$ cat src/rtl/sim_mailbox_bus_splitter_pkg.sv
// Shared definitions for the simulation mailbox bus splitter: mailbox offsets,
// bus order encodings, FSM states and the byte-swap helper.
package sim_mailbox_bus_splitter_pkg;

    localparam int unsigned ADDR_W  = 32;
    localparam int unsigned DATA_W  = 32;
    localparam int unsigned RDATA_W = 64;
    localparam int unsigned IDX_W   = 3;

    localparam logic [4:0] OFF_FLAG   = 5'h00;
    localparam logic [4:0] OFF_FINISH = 5'h04;
    localparam logic [4:0] OFF_TYPE   = 5'h08;
    localparam logic [4:0] OFF_INDEX  = 5'h0C;
    localparam logic [4:0] OFF_RESULT = 5'h10;
    localparam logic [4:0] OFF_EXPECT = 5'h14;

    localparam logic [1:0] ORDER_BYTE = 2'b00;
    localparam logic [1:0] ORDER_HALF = 2'b01;
    localparam logic [1:0] ORDER_WORD = 2'b10;
    localparam logic [1:0] ORDER_NONE = 2'b11;

    typedef enum logic [1:0] {
        ST_IDLE  = 2'd0,
        ST_DRAIN = 2'd1,
        ST_RESP  = 2'd2
    } state_t;

    // Bus byte order <-> register byte order; the operation is its own inverse.
    function automatic logic [DATA_W-1:0] word_swap(input logic [DATA_W-1:0] d);
        return {d[7:0], d[15:8], d[23:16], d[31:24]};
    endfunction

endpackage

$ cat src/rtl/sim_mailbox_regfile.sv
// Mailbox register file: decoded word writes, sticky done/pass/bus-error
// status and the bus-order read mux for the mailbox window.
module sim_mailbox_regfile
    import sim_mailbox_bus_splitter_pkg::*;
(
    input  logic               clk,
    input  logic               rst,
    input  logic               wr_en,
    input  logic               wr_word,
    input  logic [IDX_W-1:0]   wr_idx,
    input  logic [DATA_W-1:0]  wr_data,
    input  logic [IDX_W-1:0]   rd_idx,
    output logic [RDATA_W-1:0] rd_data_c,
    output logic               done,
    output logic               pass,
    output logic               bus_err,
    output logic [DATA_W-1:0]  type_reg,
    output logic [DATA_W-1:0]  index_reg,
    output logic [DATA_W-1:0]  result_reg,
    output logic [DATA_W-1:0]  expect_reg
);

    logic              flag;
    logic [DATA_W-1:0] rd_word;

    // Word writes update registers until the finish word locks the mailbox.
    always_ff @(posedge clk) begin
        if (rst) begin
            flag       <= 1'b0;
            done       <= 1'b0;
            pass       <= 1'b0;
            bus_err    <= 1'b0;
            type_reg   <= '0;
            index_reg  <= '0;
            result_reg <= '0;
            expect_reg <= '0;
        end else begin
            if (wr_en && !wr_word) begin
                bus_err <= 1'b1;
            end
            if (wr_en && wr_word && !done) begin
                case ({wr_idx, 2'b00})
                    OFF_FLAG:   flag <= wr_data[24];
                    OFF_FINISH: begin
                        done <= 1'b1;
                        pass <= flag;
                    end
                    OFF_TYPE:   type_reg   <= word_swap(wr_data);
                    OFF_INDEX:  index_reg  <= word_swap(wr_data);
                    OFF_RESULT: result_reg <= word_swap(wr_data);
                    OFF_EXPECT: expect_reg <= word_swap(wr_data);
                    default:    ;
                endcase
            end
        end
    end

    always_comb begin
        rd_word = '0;
        case ({rd_idx, 2'b00})
            OFF_FLAG:   rd_word = {7'b0, flag, 24'b0};
            OFF_FINISH: rd_word = {31'b0, done};
            OFF_TYPE:   rd_word = word_swap(type_reg);
            OFF_INDEX:  rd_word = word_swap(index_reg);
            OFF_RESULT: rd_word = word_swap(result_reg);
            OFF_EXPECT: rd_word = word_swap(expect_reg);
            default:    rd_word = '0;
        endcase
        rd_data_c = {rd_word, rd_word};
    end

endmodule

$ cat src/rtl/sim_mailbox_bus_splitter.sv
// Splits core memory requests between the test-result mailbox window and
// downstream memory, tracking outstanding downstream reads for ordering.
module sim_mailbox_bus_splitter
    import sim_mailbox_bus_splitter_pkg::*;
#(
    parameter logic [31:0] PL_MBX_BASE        = 32'h0002_0000,
    parameter int unsigned PL_MAX_OUTSTANDING = 4
) (
    input  logic                iCLOCK,
    input  logic                iRESET_SYNC,
    input  logic                iMEMORY_REQ,
    output logic                oMEMORY_LOCK,
    input  logic [1:0]          iMEMORY_ORDER,
    input  logic [3:0]          iMEMORY_MASK,
    input  logic                iMEMORY_RW,
    input  logic [ADDR_W-1:0]   iMEMORY_ADDR,
    input  logic [DATA_W-1:0]   iMEMORY_DATA,
    output logic                oMEMORY_VALID,
    input  logic                iMEMORY_LOCK,
    output logic [RDATA_W-1:0]  oMEMORY_DATA,
    output logic                oMEM_REQ,
    output logic [1:0]          oMEM_ORDER,
    output logic [3:0]          oMEM_MASK,
    output logic                oMEM_RW,
    output logic [ADDR_W-1:0]   oMEM_ADDR,
    output logic [DATA_W-1:0]   oMEM_DATA,
    input  logic                iMEM_LOCK,
    input  logic                iMEM_VALID,
    output logic                oMEM_LOCK,
    input  logic [RDATA_W-1:0]  iMEM_DATA,
    output logic                oMBX_DONE,
    output logic                oMBX_PASS,
    output logic [DATA_W-1:0]   oMBX_TYPE,
    output logic [DATA_W-1:0]   oMBX_INDEX,
    output logic [DATA_W-1:0]   oMBX_RESULT,
    output logic [DATA_W-1:0]   oMBX_EXPECT,
    output logic                oMBX_BUS_ERR
);

    localparam int unsigned     CNT_W   = $clog2(PL_MAX_OUTSTANDING + 1);
    localparam logic [CNT_W-1:0] CNT_MAX = CNT_W'(PL_MAX_OUTSTANDING);

    state_t              state;
    state_t              state_nxt;
    logic [CNT_W-1:0]    count;
    logic [IDX_W-1:0]    rd_idx;
    logic [RDATA_W-1:0]  mbx_rdata;
    logic                hit;
    logic                full_c;
    logic                accept;
    logic                ds_read;
    logic                mbx_wr;
    logic                mbx_rd;

    assign hit     = (iMEMORY_ADDR[31:5] == PL_MBX_BASE[31:5]);
    assign full_c  = !iMEMORY_RW && (count == CNT_MAX);
    assign accept  = iMEMORY_REQ && !oMEMORY_LOCK;
    assign ds_read = accept && !hit && !iMEMORY_RW;
    assign mbx_wr  = accept && hit && iMEMORY_RW;
    assign mbx_rd  = accept && hit && !iMEMORY_RW;

    assign oMEM_ORDER = iMEMORY_ORDER;
    assign oMEM_MASK  = iMEMORY_MASK;
    assign oMEM_RW    = iMEMORY_RW;
    assign oMEM_ADDR  = iMEMORY_ADDR;
    assign oMEM_DATA  = iMEMORY_DATA;
    assign oMEM_LOCK  = iMEMORY_LOCK;

    always_ff @(posedge iCLOCK) begin
        if (iRESET_SYNC) begin
            state <= ST_IDLE;
        end else begin
            state <= state_nxt;
        end
    end

    // Mailbox reads wait in DRAIN so downstream read data keeps its order.
    always_comb begin
        state_nxt     = state;
        oMEMORY_LOCK  = 1'b1;
        oMEMORY_VALID = iMEM_VALID;
        oMEMORY_DATA  = iMEM_DATA;
        oMEM_REQ      = 1'b0;
        case (state)
            ST_IDLE: begin
                oMEMORY_LOCK = iMEM_LOCK || full_c;
                // Hold the copy back while full so memory never takes a read the core retries.
                oMEM_REQ     = iMEMORY_REQ && !hit && !full_c;
                if (iMEMORY_REQ && !oMEMORY_LOCK && hit && !iMEMORY_RW) begin
                    state_nxt = (count != '0) ? ST_DRAIN : ST_RESP;
                end
            end
            ST_DRAIN: begin
                if (count == '0) begin
                    state_nxt = ST_RESP;
                end
            end
            ST_RESP: begin
                oMEMORY_VALID = 1'b1;
                oMEMORY_DATA  = mbx_rdata;
                if (!iMEMORY_LOCK) begin
                    state_nxt = ST_IDLE;
                end
            end
            default: state_nxt = ST_IDLE;
        endcase
    end

    // Responses arriving after a reset are forwarded; the counter floors at zero.
    always_ff @(posedge iCLOCK) begin
        if (iRESET_SYNC) begin
            count <= '0;
        end else begin
            case ({ds_read, iMEM_VALID})
                2'b10:   count <= count + CNT_W'(1);
                2'b01:   if (count != '0) count <= count - CNT_W'(1);
                default: ;
            endcase
        end
    end

    always_ff @(posedge iCLOCK) begin
        if (iRESET_SYNC) begin
            rd_idx <= '0;
        end else if (mbx_rd) begin
            rd_idx <= iMEMORY_ADDR[4:2];
        end
    end

    sim_mailbox_regfile u_regfile (
        .clk        (iCLOCK),
        .rst        (iRESET_SYNC),
        .wr_en      (mbx_wr),
        .wr_word    (iMEMORY_ORDER == ORDER_WORD),
        .wr_idx     (iMEMORY_ADDR[4:2]),
        .wr_data    (iMEMORY_DATA),
        .rd_idx     (rd_idx),
        .rd_data_c  (mbx_rdata),
        .done       (oMBX_DONE),
        .pass       (oMBX_PASS),
        .bus_err    (oMBX_BUS_ERR),
        .type_reg   (oMBX_TYPE),
        .index_reg  (oMBX_INDEX),
        .result_reg (oMBX_RESULT),
        .expect_reg (oMBX_EXPECT)
    );

endmodule

$ cat config.mk
export PLATFORM = sky130hd
export DESIGN_NAME = sim_mailbox_bus_splitter
export DESIGN_NICKNAME = d
export VERILOG_FILES = /design/src/rtl/sim_mailbox_bus_splitter_pkg.sv /design/src/rtl/sim_mailbox_regfile.sv /design/src/rtl/sim_mailbox_bus_splitter.sv
export SDC_FILE = /design/constraint.sdc
export NUM_CORES = 1
export LEC_CHECK = 0
export ABC_AREA = 0
export CORE_AREA = 8 8 155 157
export DETAILED_ROUTE_END_ITERATION = 16
export DIE_AREA = 0 0 163 165
export DONT_BUFFER_PORTS = 1
export GPL_TIMING_DRIVEN = 1
export PLACE_DENSITY = 0.52
export SYNTH_ARGS = -nofsm -noshare
export SYNTH_HDL_FRONTEND = slang
export SYNTH_HIERARCHICAL = 1
export SYNTH_SLANG_ARGS = --single-unit
$ cat constraint.sdc
create_clock -name iCLOCK -period 2.8 [get_ports iCLOCK]
set_input_delay 0.42 -clock iCLOCK [delete_from_list [all_inputs] [get_ports iCLOCK]]
set_output_delay 0.42 -clock iCLOCK [all_outputs]
set_load 0.03 [all_outputs]
-- Word-level counts from Yosys, hierarchy flattened
Cells that the tools add are included.
- reduce and logical (&&, ||, !) cells: 37
- equality and inequality tests: 21
- muxes and demuxes: 12
- add/subtract/negate cells: 2
- operator list (cell ; number):
    $pmux W32 S6 ; 1
    $mux W64 ; 1
    $eq A27 B13 Y1 const B ; 1
    $eq A3 B3 Y1 const B ; 5
    $logic_and A1 B1 Y1 ; 15
    $reduce_and A2 Y1 ; 7
    $eq A3 B2 Y1 const B ; 4
    $logic_not A3 Y1 ; 3
    $mux W2 ; 4
    $ne A2 B2 Y1 const B ; 4
    $logic_not A1 Y1 ; 7
    $eq A2 B2 Y1 const B ; 3
    $eq A3 B1 Y1 const B ; 2
    $pmux W2 S3 ; 1
    $pmux W3 S2 ; 1
    $eq A2 B1 Y1 const B ; 2
    $add A3 B1 Y3 const B ; 1
    $mux W1 ; 3
    $mux W3 ; 1
    $reduce_and A3 Y1 ; 1
    $reduce_bool A3 Y1 ; 1
    $sub A3 B1 Y3 const B ; 1
    $logic_not A2 Y1 ; 1
    $reduce_bool A2 Y1 ; 1
    $logic_or A1 B1 Y1 ; 1
- register bits: 140

-- Longest topological paths before layout
Gate-level depths: netlist of run 1.
- depth in word-level cells: 11
- mapped depth: 9

-- By module
The synthesis of run 1 kept the hierarchy.
- by module, submodules not included (module ; seq. area each (µm²) ; times used ; cells an instance ; area each (µm²)):
    sim_mailbox_regfile ; 2642.5 ; 1 ; 623 ; 6521.3
    sim_mailbox_bus_splitter ; 160.2 ; 1 ; 213 ; 1953.1

-- Worst setup path before layout of run 1
Ideal clock, no wire load.
- path type: in2reg
- start point: input iMEMORY_ADDR[22]
- end point: register u_regfile.index_reg[11]
- setup slack: 0.397 ns
- stages on the path: 9
- required time: 2.728 ns
- arrival time: 2.332 ns
- buffers on the path: 2
- cells stage by stage: nor4_1 -> nand3_1 -> nor2_1 -> nor4b_1 -> and4bb_4 -> and3_4 -> buf_6 -> buf_12 -> mux2i_1
- word-level cells in the longest chain between the ends: 6
- ends and longest elaborated chain (what ; line ; RTL):
    from (decl) ; sim_mailbox_bus_splitter.sv:16 ; input logic [ADDR_W-1:0] iMEMORY_ADDR,
    $eq A27 B13 Y1 ; sim_mailbox_bus_splitter.sv:55 ; assign hit = (iMEMORY_ADDR[31:5] == PL_MBX_BASE[31:5]);
    $logic_and A1 B1 Y1 (2 in series) ; sim_mailbox_bus_splitter.sv:59 ; assign mbx_wr = accept && hit && iMEMORY_RW;
    net mbx_wr ; sim_mailbox_bus_splitter.sv:52 ; logic mbx_wr;
    $logic_and A1 B1 Y1 (2 in series) ; sim_mailbox_regfile.sv:41 ; if (wr_en && wr_word && !done) begin
    $reduce_and A2 Y1 (no line) ; - ;
    to (signal assigned) ; sim_mailbox_regfile.sv:49 ; OFF_INDEX: index_reg <= word_swap(wr_data);
    to (decl) ; sim_mailbox_regfile.sv:18 ; output logic [DATA_W-1:0] index_reg,
The timed path passes the listed nets, and every way through them passes these cells.
A chain may end at the register's enable or synchronous reset.

-- Worst setup path in the final report of run 1
- start point: register rd_idx[1]
- end point: output oMEMORY_DATA[2]
- word-level cells in the longest chain between the ends: 3
- ends and longest elaborated chain (what ; line ; RTL):
    from (decl) ; sim_mailbox_bus_splitter.sv:46 ; logic [IDX_W-1:0] rd_idx;
    from (signal assigned) ; sim_mailbox_bus_splitter.sv:126 ; rd_idx <= iMEMORY_ADDR[4:2];
    $eq A3 B3 Y1 (tied with other cells) ; sim_mailbox_regfile.sv:60 ; case ({rd_idx, 2'b00})
    $pmux W32 S6 * ; sim_mailbox_regfile.sv:60 ;
    net mbx_rdata[2] ; sim_mailbox_bus_splitter.sv:47 ; logic [RDATA_W-1:0] mbx_rdata;
    $mux W64 * ; sim_mailbox_bus_splitter.sv:84 ; case (state)
    to (decl) ; sim_mailbox_bus_splitter.sv:20 ; output logic [RDATA_W-1:0] oMEMORY_DATA,
Mark *: on every way through the listed nets, which the timed path passes. The rest lies on a longest branch.

==> metrics.cfg, run 1 <==
[floorplanning]
io_pins=411
start_util=0.394
core_mm2=0.0215
die_h_um=165
die_x_um=163
core.rowCount=54
dieArea_mm2=0.0269

[global_routing]
grt_pass1_wl_um=36100
antenna_found_initial=0
grt.total_usage=0.175
grt-ovfl-total=0
grt_max_degree=177
grt_pass1_vias=5761

[detailed_routing]
top_layer=met4
ant_nets=0
met1_length_um=9220
route.met3.wl_um=2330
first_pass_iters=4
wl_met2_um=13000
post_drt_wl_per_cell_um=24.7
wirelength_um=24900
via_per_inst=5.50
route.detailed.drc=0
via_count=5544
first_iter_violations=284

[timing]
max-slew-margin-rel=0.645
slew_violations=0
tightest_slew_ps=524
setup_viol=0
hold_ws_ps=125
rsz0062_at_grt=false
hold_viol_final=0
min_period_ps=2580
setup_tns_ps=0
period_share=0.923
fmax_ghz=0.387
finClkSkew_ps=12.6

[hold_path]
hold_class=input port to flop

[cts]
cts_tree=done
clk_pin_slew_worst_paths_ps=60
htree_num_levels=4
cts_sinks=140
insertion_delay_ps=420
root_buffer=clkbuf_16
clock_path_buffers=2
hold_buffers=0
cts_made_buffers=17

[power_and_ir_drop]
p_leak_nw=3.29
peakVddDrop_mv=0.341
power_density_mw_per_mm2=534

[finish]
num_antenna_cells=0
area_delta_synth_final_pct=-0.103
drive_gt1_frac=0.0934
layout_common_cells=198 x mux2i_1, 162 x nand2b_1, 139 x dfxtp_1, 67 x mux2_1, 31 x o22ai_1
final_nets=857
final_common_cell=mux2i_1

[critical_path]
crit_chain=nand2b_4 -> buf_4 -> o22ai_1 -> mux2_1
critPathRequiredTime_ps=2380
worstPathMaxFanout=16
crit_type=flop to output pin
slowest_delay_ps=530
critical_path_buf_inv_count=1
setup.worst_path.end_class=output pin
critPathArrivalTime_ps=2160
critical_path.top_delay_family=flip-flops
critPathLaunchType=flop
slowest_stage=dfxtp_1

[synthesis]
syn_nets=978
avgSynthCellArea_um2=10.1
syn_area_mm2=0.00847
postSynthCellCount=836
synth-seq-cells=140
synth_edf_count=0
synth_ff_type=dfxtp_1
ys_warn_count=6
seq_area_frac_synth=0.331
ys_types=47
synth-async-reset-ratio=0

[placement]
dp_hpwl_um=18500
gp_congestion=0.785
io_buffers=0

[job]
cap_violations=0

[status]
status=completed

[synthesized netlist by cell type, types with 2 or more instances]
library cell	instances	share of area
nor2_1	15	0.0066
nor2b_1	3	0.0022
buf_8	2	0.0035
a21oi_1	2	0.0012
and3b_1	2	0.0021
nand3_2	2	0.0024
nor4_4	5	0.013
o21a_1	2	0.0018
nand3b_1	2	0.0018
buf_4	105	0.093
mux2i_1	198	0.23
nand2_1	6	0.0027
nand2b_1	164	0.12
nor3_1	3	0.0018
buf_1	4	0.0018
buf_2	14	0.0083
nand3_1	4	0.0024
o21ai_0	2	0.0012
buf_6	9	0.012
dfxtp_1	140	0.33
inv_1	7	0.0031
clkbuf_1	23	0.010
o22ai_1	31	0.023
mux2_1	67	0.089
buf_12	2	0.0047
[per-layer routing]
metal | vias up | GRT usage
met4 | 0 | 0.0575
li1 | 2530 | -
met5 | - | 0
met2 | 284 | 0.314
met3 | 32 | 0.0680
met1 | 2698 | 0.184
[metrics by stage]
stage | power [mW] | area (um2) | worst slack (ps) | utilization | cells
2_1_floorplan | 2.59 | 8470 | 397 | - | 836
3_3_place_gp | 2.41 | 7900 | 215 | 0.368 | 976
3_5_place_dp | 2.42 | 7900 | 131 | 0.368 | 976
4_1_cts | 4.58 | 8470 | 173 | 0.394 | 1008
5_1_grt | 4.70 | 8470 | 125 | 0.394 | 1008
6_report | 4.52 | 8470 | 216 | 0.394 | 1008
[worst register-to-register path: cells and delay by family, from the launching register on]
family                     cells  cell delay (ps)
muxes                          2              480
AOI/OAI and AO/OA              1              170
adders and majority gates      1              380
DFF                            1              350
and+or+nand+nor                4              830
[final timing paths]
path | start | endpoint | slack (ps) | depth (start not counted)
max | rd_idx[1]$_SDFFE_PP0P_ | oMEMORY_DATA[2] | 220 | 4
max reg2reg | count[2]$_SDFFE_PP0P_ | count[2]$_SDFFE_PP0P_ | 480 | 8
min | iRESET_SYNC | rd_idx[0]$_SDFFE_PP0P_ | 120 | 1
min reg2reg | u_regfile/flag$_SDFFE_PP0P_ | u_regfile/flag$_SDFFE_PP0P_ | 530 | 2
[layout make-up]
class | instances | area (um2)
clock buffers | 19 | 453
clock inverters | 13 | 105
multi-input cells | 530 | 4530
repair buffers | 19 | 193
inverters | 7 | 26.3
flip-flops and latches | 140 | 2810
fillers | 2103 | 13000
well taps | 280 | 350
[kinds of logic (layout without fill, tap and decap cells)]
| group | after synthesis | in the layout | synth area share |
|---|---|---|---|
| fa+ha+maj | 1 | 1 | 0.00236 |
| compound gates | 43 | 43 | 0.0343 |
| buf+inv | 166 | 58 | 0.137 |
| mux | 265 | 265 | 0.323 |
| flops | 140 | 140 | 0.331 |
| simple gates | 221 | 221 | 0.173 |
[repair_timing]
item                                    4_1_cts  5_1_grt
endpoints found under the setup margin        3        0
gates resized for setup                       1        0
buffers inserted                              0        0
[report_power, final]
| group | switching, mW | total [mW] | leakage [nW] | internal [mW] |
|---|---|---|---|---|
| combinational | 0.231 | 0.361 | 1.90 | 0.130 |
| sequential | 0.0120 | 2.02 | 1.13 | 2.00 |
| clock | 0.945 | 2.14 | 0.264 | 1.20 |
Power figures use the tool's default switching activity.
==> run 2, diff against run 1 <==
--- a/config.mk
+++ b/config.mk
@@ -6,13 +6,12 @@
 export NUM_CORES = 1
 export LEC_CHECK = 0
 export ABC_AREA = 0
-export CORE_AREA = 8 8 155 157
+export CORE_AREA = 8 8 152 154
 export DETAILED_ROUTE_END_ITERATION = 16
-export DIE_AREA = 0 0 163 165
+export DIE_AREA = 0 0 160 162
 export DONT_BUFFER_PORTS = 1
 export GPL_TIMING_DRIVEN = 1
-export PLACE_DENSITY = 0.52
+export PLACE_DENSITY = 0.47
 export SYNTH_ARGS = -nofsm -noshare
 export SYNTH_HDL_FRONTEND = slang
-export SYNTH_HIERARCHICAL = 1
 export SYNTH_SLANG_ARGS = --single-unit
==> metrics.cfg, run 2 <==
[status]
status=completed

[critical_path]
crit_type=flop to output pin
critPathRequiredTime_ps=2380
critPathArrivalTime_ps=2260
setup.worst_path.end_class=output pin
r2r.worst_path.cells=7
critPathLaunchType=flop
worstPathMaxFanout=12
r2r_setup_slack_ps=280

[timing]
hold_viol_final=0
slew_violations=0
hold_ws_ps=88.3
tightest_slew_ps=717
setup_viol=0
max-slew-margin-rel=0.522
period_share=0.956
fmax_ghz=0.374
fin_ws_ps=124
min_period_ps=2680
finClkSkew_ps=9.29

[cts]
htree_num_levels=4
root_buffer=clkbuf_16
clk_pin_slew_worst_paths_ps=60
cts_made_buffers=17
cts_sinks=140
clock_path_buffers=2
hold_buffers=0
cts_tree=done
insertion_delay_ps=420

[synthesis]
postSynthCellCount=784
synth_top_cells_by_count=144 x nor2_1, 140 x dfxtp_1, 136 x mux2i_1, 75 x buf_4, 63 x a21o_1
seq_area_frac_synth=0.386
synth_edf_count=0
synth-async-reset-ratio=0
synth_ff_type=dfxtp_1
avgSynthCellArea_um2=9.26
ys_types=50
synth.most_common_cell=nor2_1
ys_warn_count=0
synth-seq-cells=140
syn_area_mm2=0.00726
syn_nets=926
synthTopCellsByArea=dfxtp_1 39%, mux2i_1 19%, buf_4 7.8%
yosys.area.top_type_share=0.386
synth.largest_area_cell=dfxtp_1

[finish]
layout_common_cells=144 x nor2_1, 139 x dfxtp_1, 136 x mux2i_1, 60 x a22oi_1, 57 x a21o_1
num_antenna_cells=0
drive_gt1_frac=0.113
fillerInstances=2117
final_nets=840
final_common_cell=nor2_1
fin_cells=986
area_delta_synth_final_pct=3.14
regArea_mm2=0.00280
multiInputGateArea_mm2=0.00357

[floorplanning]
start_util=0.351
dieArea_mm2=0.0259
core_mm2=0.0207
die_h_um=162
core.rowCount=53
die_x_um=160
io_pins=411

[global_routing]
grt_pass1_vias=5827
grt.total_usage=0.182
grt_pass1_wl_um=36900
antenna_found_initial=0
grt-ovfl-total=0
grt_max_degree=141

[power_and_ir_drop]
peakVddDrop_mv=0.345
p_leak_nw=3.40
power_density_mw_per_mm2=595

[detailed_routing]
first_iter_violations=344
wirelength_um=24900
ant_nets=0
post_drt_wl_per_cell_um=25.2
via_count=5607
route.detailed.drc=0
first_pass_iters=4
via_per_inst=5.69

[hold_path]
min_path_cells=1
hold_class=input port to flop

[placement]
gp_congestion=0.797
post-place-cells=954
dp_hpwl_um=17700
dp_slack_ps=302
io_buffers=0

[job]
cap_violations=0

==> run 2: changes by cell type in the layout (fill, tap and decap cells not counted), sizes merged, moves of 31 or more <==
cell and change:
nand2b -160, mux2i -62, o22ai -31, nor2 +129, mux2 -66, a21o +63, a21oi +32, a22oi +60
==> run 2: area by class of cell <==
type	count	area share
Multi-Input combinational cell	510	0.477
Clock inverter	13	0.0179
Tap cell	275	0.0459
Inverter	5	0.00251
Sequential cell	140	0.374
Timing Repair Buffer	24	0.0251
Clock buffer	19	0.0578
==> run 2: per-stage QoR <==
step	total power [mW]	TNS (ps)	util	cell area, um2
2_1_floorplan	2.49	0	-	7260
3_3_place_gp	2.30	0	0.333	6900
3_5_place_dp	2.30	0	0.333	6900
4_1_cts	4.52	-3.99	0.362	7480
5_1_grt	4.62	-12.0	0.362	7490
6_report	4.46	0	0.362	7490
==> run 2: what timing repair did <==
| item | in CTS | in global routing |
|---|---|---|
| endpoints found under the setup margin | 12 | 61 |
| buffers inserted | 0 | 0 |
| gates resized for setup | 7 | 5 |
| cloned | 0 | 0 |
==> run 2: layer usage <==
layer  GRT usage  share of wire  wire length (um)
met1       0.193           0.38              9530
met2       0.315           0.49             12300
met3      0.0850           0.11              2790
met4      0.0586          0.012               300
met5           0              0                 0
==> run 2: worst max-delay path, stage by stage (launching register included) <==
cell,delay [ps]
dfxtp_1,520
nor3b_2,310
buf_4,290
a22oi_1,130
a21oi_1,310
a21o_1,290
==> run 2: logic make-up after synthesis <==
family | Yosys count | synth area share
and+or+nand+nor | 202 | 0.129
AOI/OAI and AO/OA | 170 | 0.165
DFF | 140 | 0.386
muxes | 137 | 0.189
buffers and inverters | 134 | 0.128
adders and majority gates | 1 | 0.00276
==> run 2: final timing paths <==
path	to	from
max	oMEMORY_DATA[20]	rd_idx[0]$_SDFFE_PP0P_
min	u_regfile.index_reg[0]$_SDFFE_PP0P_	iRESET_SYNC
max reg2reg	count[2]$_SDFFE_PP0P_	count[0]$_SDFFE_PP0P_
min reg2reg	u_regfile.flag$_SDFFE_PP0P_	u_regfile.flag$_SDFFE_PP0P_
==> run 2: power by group <==
part           switching, mW  internal (mW)
clock network          0.955           1.25
registers            0.00871           2.00
logic                  0.170         0.0787
